[src/rtl/vec_pkg.sv]
// Shared types and default widths for the minority-gate vector runner.
// The optional stop-on-first-error behaviour is selected in the runner with
// the macro MINORITY_VEC_RUNNER_STOP_ON_ERR_EN.
package vec_pkg;

    typedef enum logic [1:0] {
        IDLE  = 2'd0,
        APPLY = 2'd1,
        CHECK = 2'd2,
        DONE  = 2'd3
    } vec_state_t;

    localparam int DEF_N_IN  = 3;
    localparam int DEF_N_OUT = 1;
    localparam int DEF_DEPTH = 32;
    localparam int DEF_CW    = 16;

endpackage

[src/rtl/minority_vec_runner_if.sv]
// Vector-memory write bus. The host (master) presents wr_addr/wr_data with a
// single-cycle wr_en strobe; there is no back-pressure, the runner (slave)
// simply drops strobes that arrive while a run is in progress.
interface minority_vec_runner_if #(
    parameter int AW = 5,
    parameter int W  = 4
);
    logic          wr_en;
    logic [AW-1:0] wr_addr;
    logic [W-1:0]  wr_data;

    modport master (output wr_en, wr_addr, wr_data);
    modport slave  (input  wr_en, wr_addr, wr_data);
endinterface

[src/rtl/vec_mem.sv]
// DEPTH x W register file: one synchronous write port, one asynchronous read
// port. Contents are deliberately not reset so vectors survive a run abort.
module vec_mem #(
    parameter int DEPTH = 32,
    parameter int AW    = 5,
    parameter int W     = 4
) (
    input  logic          clk,
    input  logic          we,
    input  logic [AW-1:0] waddr,
    input  logic [W-1:0]  wdata,
    input  logic [AW-1:0] raddr,
    output logic [W-1:0]  rdata
);
    logic [W-1:0] mem [DEPTH];

    // Synchronous write port.
    always_ff @(posedge clk) begin
        if (we) begin
            mem[waddr] <= wdata;
        end
    end

    assign rdata = mem[raddr];
endmodule

[src/rtl/minority_vec_runner.sv]
// Test-vector sequencer/checker for a combinational DUT (the minority gate).
// Each vector takes two cycles: APPLY registers the stimulus onto dut_in,
// CHECK compares the DUT response one full cycle later.
// Optional macro MINORITY_VEC_RUNNER_STOP_ON_ERR_EN: when defined, the first
// mismatch ends the run immediately (DONE) instead of running every vector.
module minority_vec_runner
    import vec_pkg::*;
#(
    parameter int N_IN  = DEF_N_IN,
    parameter int N_OUT = DEF_N_OUT,
    parameter int DEPTH = DEF_DEPTH,
    parameter int AW    = 5,
    parameter int CW    = DEF_CW
) (
    input  logic                 clk,
    input  logic                 reset,
    minority_vec_runner_if.slave wr,
    input  logic [AW:0]          num_vec,
    input  logic                 start,
    output logic [N_IN-1:0]      dut_in,
    input  logic [N_OUT-1:0]     dut_out,
    output logic                 busy,
    output logic                 done,
    output logic [AW:0]          vectornum,
    output logic [CW-1:0]        errors,
    output logic                 err_pulse,
    output logic [AW-1:0]        first_err_addr,
    output logic                 first_err_valid,
    output vec_state_t           state
);
    localparam int          W       = N_IN + N_OUT;
    localparam logic [AW:0] DEPTH_V = (AW+1)'(DEPTH);

    logic [AW-1:0]  addr;
    logic [AW:0]    num_lat;
    logic [AW:0]    num_clamped;
    logic [AW:0]    vec_next;
    logic [N_OUT-1:0] exp_q;
    logic [W-1:0]   rdata;
    logic           mismatch;
    logic           stop_now;
    logic           mem_we;

    assign busy        = (state == APPLY) || (state == CHECK);
    assign done        = (state == DONE);
    // Writes during a run would corrupt vectors still to be applied.
    assign mem_we      = wr.wr_en && !busy;
    // Requests beyond the memory size are clamped so addr never wraps.
    assign num_clamped = (num_vec > DEPTH_V) ? DEPTH_V : num_vec;
    assign vec_next    = vectornum + 1'b1;
    assign mismatch    = (dut_out != exp_q);

`ifdef MINORITY_VEC_RUNNER_STOP_ON_ERR_EN
    assign stop_now = mismatch;
`else
    assign stop_now = 1'b0;
`endif

    vec_mem #(.DEPTH(DEPTH), .AW(AW), .W(W)) u_mem (
        .clk   (clk),
        .we    (mem_we),
        .waddr (wr.wr_addr),
        .wdata (wr.wr_data),
        .raddr (addr),
        .rdata (rdata)
    );

    // Run-control FSM with its registered datapath and result outputs.
    always_ff @(posedge clk) begin
        if (reset) begin
            state           <= IDLE;
            dut_in          <= '0;
            vectornum       <= '0;
            errors          <= '0;
            err_pulse       <= 1'b0;
            first_err_addr  <= '0;
            first_err_valid <= 1'b0;
            addr            <= '0;
            num_lat         <= '0;
            exp_q           <= '0;
        end else begin
            err_pulse <= 1'b0;
            case (state)
                IDLE, DONE: begin
                    if (start) begin
                        vectornum       <= '0;
                        errors          <= '0;
                        first_err_addr  <= '0;
                        first_err_valid <= 1'b0;
                        addr            <= '0;
                        num_lat         <= num_clamped;
                        state           <= (num_clamped == '0) ? DONE : APPLY;
                    end
                end
                APPLY: begin
                    dut_in <= rdata[W-1:N_OUT];
                    exp_q  <= rdata[N_OUT-1:0];
                    state  <= CHECK;
                end
                CHECK: begin
                    vectornum <= vec_next;
                    if (mismatch) begin
                        err_pulse <= 1'b1;
                        if (errors != '1) begin
                            errors <= errors + 1'b1;
                        end
                        if (!first_err_valid) begin
                            first_err_addr  <= addr;
                            first_err_valid <= 1'b1;
                        end
                    end
                    if ((vec_next == num_lat) || stop_now) begin
                        state <= DONE;
                    end else begin
                        addr  <= addr + 1'b1;
                        state <= APPLY;
                    end
                end
                default: state <= IDLE;
            endcase
        end
    end
endmodule
[src/flat_wrapper.sv]
// flat-port wrapper written by rule: the top's interface ports become plain ports
module minority_vec_runner_flat import vec_pkg::*;
#(
    parameter int N_IN  = DEF_N_IN,
    parameter int N_OUT = DEF_N_OUT,
    parameter int DEPTH = DEF_DEPTH,
    parameter int AW    = 5,
    parameter int CW    = DEF_CW
)
  (clk, reset, num_vec, start, dut_in, dut_out, busy, done, vectornum, errors, err_pulse, first_err_addr, first_err_valid, state, wr_wr_en, wr_wr_addr, wr_wr_data);
  minority_vec_runner_if #(.AW(AW)) wr_i ();
  input  logic clk;
  input  logic reset;
  input  logic [AW:0] num_vec;
  input  logic start;
  output logic [N_IN-1:0] dut_in;
  input  logic [N_OUT-1:0] dut_out;
  output logic busy;
  output logic done;
  output logic [AW:0] vectornum;
  output logic [CW-1:0] errors;
  output logic err_pulse;
  output logic [AW-1:0] first_err_addr;
  output logic first_err_valid;
  output vec_state_t state;
  input wire logic [$bits(wr_i.wr_en)-1:0] wr_wr_en;
  input wire logic [$bits(wr_i.wr_addr)-1:0] wr_wr_addr;
  input wire logic [$bits(wr_i.wr_data)-1:0] wr_wr_data;
  assign wr_i.wr_en = wr_wr_en;
  assign wr_i.wr_addr = wr_wr_addr;
  assign wr_i.wr_data = wr_wr_data;
  minority_vec_runner #(.N_IN(N_IN), .N_OUT(N_OUT), .DEPTH(DEPTH), .AW(AW), .CW(CW)) u_core (.clk(clk), .reset(reset), .wr(wr_i), .num_vec(num_vec), .start(start), .dut_in(dut_in), .dut_out(dut_out), .busy(busy), .done(done), .vectornum(vectornum), .errors(errors), .err_pulse(err_pulse), .first_err_addr(first_err_addr), .first_err_valid(first_err_valid), .state(state));
endmodule
[config.mk]
export PLATFORM = sky130hd
export DESIGN_NAME = minority_vec_runner_flat
export DESIGN_NICKNAME = d
export VERILOG_FILES = /design/src/rtl/vec_pkg.sv /design/src/rtl/minority_vec_runner_if.sv /design/src/rtl/vec_mem.sv /design/src/rtl/minority_vec_runner.sv /design/src/flat_wrapper.sv
export SDC_FILE = /design/constraint.sdc
export NUM_CORES = 1
export LEC_CHECK = 0
export CAP_MARGIN = 0
export CELL_PAD_IN_SITES_DETAIL_PLACEMENT = 1
export CELL_PAD_IN_SITES_GLOBAL_PLACEMENT = 1
export CORE_AREA = 2 2 150 152
export DETAILED_ROUTE_END_ITERATION = 7
export DIE_AREA = 0 0 152 154
export GPL_TIMING_DRIVEN = 1
export PLACE_DENSITY = 0.7
export SYNTH_ARGS = -nofsm -noshare
export SYNTH_HDL_FRONTEND = slang
export SYNTH_SLANG_ARGS = --single-unit
export TNS_END_PERCENT = 10
[constraint.sdc]
create_clock -name clk -period 2.6 [get_ports clk]
set_input_delay 0.52 -clock clk [delete_from_list [all_inputs] [get_ports clk]]
set_output_delay 0.52 -clock clk [all_outputs]
set_load 0.01 [all_outputs]
# Yosys cells after proc, flatten, opt, wreduce, memory -nomap -nowiden
# Memories as Yosys holds them, arrays and structs flattened. A register that Yosys moved wholly into a read port is not among the register bits.
# Cells that the tools add are included.
# word_totals
elab_cells	62
mem_bits_rw	128
regBits	42
n_memories	1
out_inout_bits	36
# op_classes
muxes	23
magnitude_cmp	1
addsub	3
bitwise_logic	1
eq_ne	11
n_reduce_logical	14
# mem_list
memory	words	word_bits	read_ports	rd_clocked_by_memory_dff	write_ports	line	source
u_core.u_mem.mem	32	4	1	1	1	vec_mem.sv:15	logic [W-1:0] mem [DEPTH];
# op_table
operator	count
$mux W16	3
$pmux W16 S2	1
$mux W5	4
$pmux W5 S2	2
$add A16 B1 Y16 const B	1
$ne A16 B16 Y1 const B	1
$mux W6	2
$pmux W6 S2	1
$ne A2 B2 Y1 const B	4
$reduce_and A4 Y1	2
$add A6 B1 Y6 const B	1
$eq A6 B6 Y1	1
$gt A6 B6 Y1 const B	1
$logic_not A6 Y1	1
$mux W2	3
$pmux W2 S3	1
$reduce_and A3 Y1	2
$add A5 B1 Y5 const B	1
$mux W1	5
$eq A2 B2 Y1 const B	2
$reduce_and A2 Y1	2
$reduce_or A2 Y1	2
$eq A2 B1 Y1 const B	1
$logic_not A2 Y1	1
8 further kinds	8

# Logic depth before layout (Yosys ltp)
# logic_depth
depth_word	6
depth_mapped	8
depth_no_buf	7

# Cells and area by module
# A second synthesis with hierarchy kept.
# unflattened
cells_unflattened	491
hier_area_um2	7277.0
# by_module_without_submodules
module	seq_area_each_um2	cells_each	area_each_um2	n_inst
vec_mem	3843.7	227	5058.6	1
minority_vec_runner	920.9	264	2218.4	1

# Worst setup path after synthesis
# Ideal clock, no wire load.
# synth_path
path_type	flip-flop to flip-flop
start	register u_core.state[0]
end	register u_core.errors[8]
stages_incl_launch_ff	9
setup_slack_ns	0.414
synth_period_minus_slack_ns	2.186
arrival_ns	2.058
required_ns	2.472
cell_sequence	dfxtp_1 > inv_1 > ha_1 > buf_6 > mux2i_4 > a21o_4 > or4_1 > xor2_1 > nor2_1
# synth_via
elab_chain_cells	4
word_cells_on_any_way	10
classes_between	eq/ne: 5; mux: 1; reduce/logical: 4
# synth_rtl
item	line	source
start, declared	minority_vec_runner.sv:29	output vec_state_t state
start signal, assigned	minority_vec_runner.sv:92	state <= (num_clamped == '0) ? DONE : APPLY;
$eq A2 B2 Y1 / $logic_not A2 Y1 (equally long branches)	minority_vec_runner.sv:83	case (state)
$reduce_or A2 Y1	minority_vec_runner.sv:83	
$ne A2 B2 Y1 (no line) / $reduce_bool A2 Y1 (equally long branches)	--	
$reduce_and A4 Y1 (no line)	--	
end signal, assigned	minority_vec_runner.sv:105	errors <= errors + 1'b1;
end, declared	minority_vec_runner.sv:25	output logic [CW-1:0] errors,
# Several ways; a longest one is shown, not always the timed one.
# A chain may end at the register's enable or synchronous reset.

# Worst setup path after layout
# layout_path
start	register u_core.state[0]
end	output busy
# layout_via
elab_chain_cells	2
word_cells_on_any_way	3
classes_between	eq/ne: 2; reduce/logical: 1
# layout_rtl
item	line	source
$eq A2 B1 Y1 / $eq A2 B2 Y1 (equally long branches)	minority_vec_runner.sv:44	assign busy = (state == APPLY) || (state == CHECK);
$logic_or A1 B1 Y1 (*)	minority_vec_runner.sv:44	
end, declared	flat_wrapper.sv:18	output logic busy;
# Every way passes the cells marked *; elsewhere a longest branch is shown, timed or not.

==> metrics.txt <==
Hold Path End u_core.first_err_addr[4]; Hold Vio Cnt, Final 0; clk_skew 6.58 ps; Most used DFF post-synth edfxtp_1; synth warn 0; Die Area 23400 µm²; nets 636; final setup fails 0; post-layout min period 2510 ps; switching power 2230 µW; Clock Latency Late Sink 430 ps; CP max stage delay 460 ps; Unique masters post-synth 62; H-Tree Depth 4; drt pass-1 iters 4; fraction of layout instances using a drive strength above 1 17.0%; worst-path cell chain inv_1 -> ha_2 -> buf_4 -> inv_1 -> clkdlybuf4s50_1; max cap viols 0; Die Y 154 µm; synthesized area 7470 µm²; Int Power 5000 µW; drc violations 0; n_diodes 0; root buffer cell clkbuf_16; All-Layer GR Usage 17.2%; Die W 152 µm; antenna viol nets, final 0; FILL cells 2212; Synth top area share 51.5%; Sw Ratio 30.9%; Cells on Worst Hold Path 2; Avg Inst Size Synth 14.1 µm²; Post-synth EDFFs 128; gpl congestion 0.794; RSZ-0062 raised after global routing false; antenna violations before repair 0; R2R Path Start u_core.state[0]; largest net degree at the start of global routing 33; Syn Nets 558; Setup crit end kind primary output; Crit path required time 2080 ps; post-route cell area 9070 µm²; CTS clk-pin slew, worst paths 70 ps; first-pass GRT wire length 31100 µm; Crit Path Class flop to primary output; area grow syn2layout 21.5%; asr flop ratio synth 0%; Fin Setup TNS 0 ps; Pwr Density 796 nW/µm²; # clock sinks 174; maximum vdd ir drop 0.530 mV; sequential element share of the synthesized area 63.8%; setup slack, reg-to-reg 360 ps; RR Endpoint u_core.u_mem.mem[28][1]; worst reg-to-reg path cell count 5; vias per inst 5.53; Max-slew headroom 59.7%; IO Pins 56; Worst Min Path Start u_core.first_err_addr[4]; CTS max path bufs 2; total routed wirelength 19500 µm; Non-Filler Instances 902; Worst Max-Slew Pin Slew 604 ps; CP top delay family buffers and inverters; Final Cycle Share 96.4%; dpl cell area 8480 µm²; sequential power share 43.6%; Comb pwr share 21.3%; status complete, no violations; Remaining Overflow, GRT 0; Yosys top cell by area edfxtp_1; TritonCTS clock tree built; Power, Total 7230 µW; Synth Instances 531; Resized Gates After CTS 1; clock share of power 35.1%; Inst Count DP 870; 1st-iter DRT viols 349; number of global-route vias before repair 5320; Placeable Area 21700 µm²; Initial Util 34.4%; via count 4989; WL per Instance 21.6 µm; Synth Register Bits 174; setup bufs post-CTS 0; Achievable Freq 399 MHz; Crit path arrival time 1990 ps; DP Wirelength 12900 µm; Static Leak 0.00288 µW; Final Max Tran Viols 0; Startpoint Class flop; CP max-delay cell ha_2; PortBufs 55; crit path from u_core.state[0]; hold slack 491 ps; Inserted Clock Buffers 17; crit path max fanout 8; cell mode on critical path inv_1; row count 54; worst hold-check path type flop to flop; top post-synthesis cells by area edfxtp_1 51%, dfxtp_1 12%, mux4_2 9.7%; cts hold-fix bufs 0; Buf/Inv on CP 4
registers in the layout (all words and copies together), names as in the netlist:
name and count:
u_core.state 2, u_core.first_err_addr 5, u_core.err_pulse 1, u_core.exp_q 1, u_core.dut_in 3, u_core.errors 16
u_core.vectornum 6, u_core.first_err_valid 1, u_core.addr 5, u_core.u_mem.mem 128, u_core.num_lat 6
layout make-up:
| cell class | count | area [µm²] | area share, % |
|---|---|---|---|
| clock buffers | 17 | 425 | 4.69 |
| clock inverters | 15 | 169 | 1.86 |
| inverters | 10 | 37.5 | 0.414 |
| multi-input cells | 321 | 2550 | 28.1 |
| flip-flops and latches | 174 | 4770 | 52.5 |
| well taps | 280 | 350 | 3.86 |
| repair buffers | 85 | 776 | 8.55 |
per-layer routing:
layer	GRT usage [%]	vias up	part of all wire, %	wire length [µm]
met5	0	-	0	0
met4	4.54	0	1.4	270
met3	4.34	28	5.5	1080
met2	28.2	181	49	9500
met1	22.8	2572	44	8640
li1	-	2208	-	-
per-stage QoR:
step / util (%) / setup WS (ps)
3_5_place_dp: 39.1 / 182
6_report: 41.8 / 92.5
2_1_floorplan: - / 414
5_1_grt: 41.8 / 11.4
3_3_place_gp: 39.1 / 285
4_1_cts: 41.8 / 56.8
cell families (layout without fill, tap and decap cells):
group           count (synthesis)  after routing  share of synthesized area (%)
flops                         174            174                           63.8
buf+inv                        36            127                           2.06
fa+ha+maj                       7              7                           1.17
compound gates                 77             77                           7.44
mux                            46             46                           11.7
xor+xnor                       18             18                           2.11
simple gates                  173            173                           11.7
synthesized netlist by cell type, types with 9 or more instances:
cell type / instances
edfxtp_1: 128
nor2_1: 61
dfxtp_1: 46
nand2_1: 34
mux4_2: 32
a21oi_1: 28
clkbuf_1: 17
nand3_1: 17
mux2i_1: 13
xnor2_1: 11
inv_1: 9
nand4_1: 9
o21ai_0: 9
tightest hold or removal path, stage by stage, from the launching register on:
cell	delay, ps
dfxtp_1	340
nand2_1	60
a21oi_1	50
power by group through the flow:
stage,Sequential [µW],Combinational [µW],Clock (µW)
floorplan,3210,915,0
global placement,3210,1490,0
detailed placement,3210,1520,0
CTS,3150,1550,2580
global route,3160,1670,2680
finish,3150,1540,2540
layout by cell type (no fill, tap or decap), types with 5 or more instances in the layout:
master	Yosys	final
nor3_1	7	7
edfxtp_1	128	128
clkbuf_16	0	17
buf_4	1	30
nor3b_1	7	7
dfxtp_1	46	45
nand3_1	17	17
o21ai_0	9	9
a21oi_1	28	28
clkdlybuf4s50_1	0	55
a211oi_1	5	5
nor2_1	61	61
xor2_1	7	7
o211ai_1	5	5
inv_1	9	9
nand2_1	34	34
xnor2_1	11	11
ha_1	7	6
or4_1	5	5
or3_1	5	5
nand4_1	9	9
mux4_2	32	32
mux2i_1	13	13
inv_8	0	5
how the worst max path moves through the flow:
stage | cells after the start | end
6_report | 5 | busy
5_1_grt | 5 | busy
4_1_cts | 5 | busy
3_5_place_dp | 4 | u_core.u_mem.mem[4][2]
3_3_place_gp | 6 | u_core.errors[8]
2_1_floorplan | 8 | u_core.errors[8]
Power figures use the tool's default switching activity.
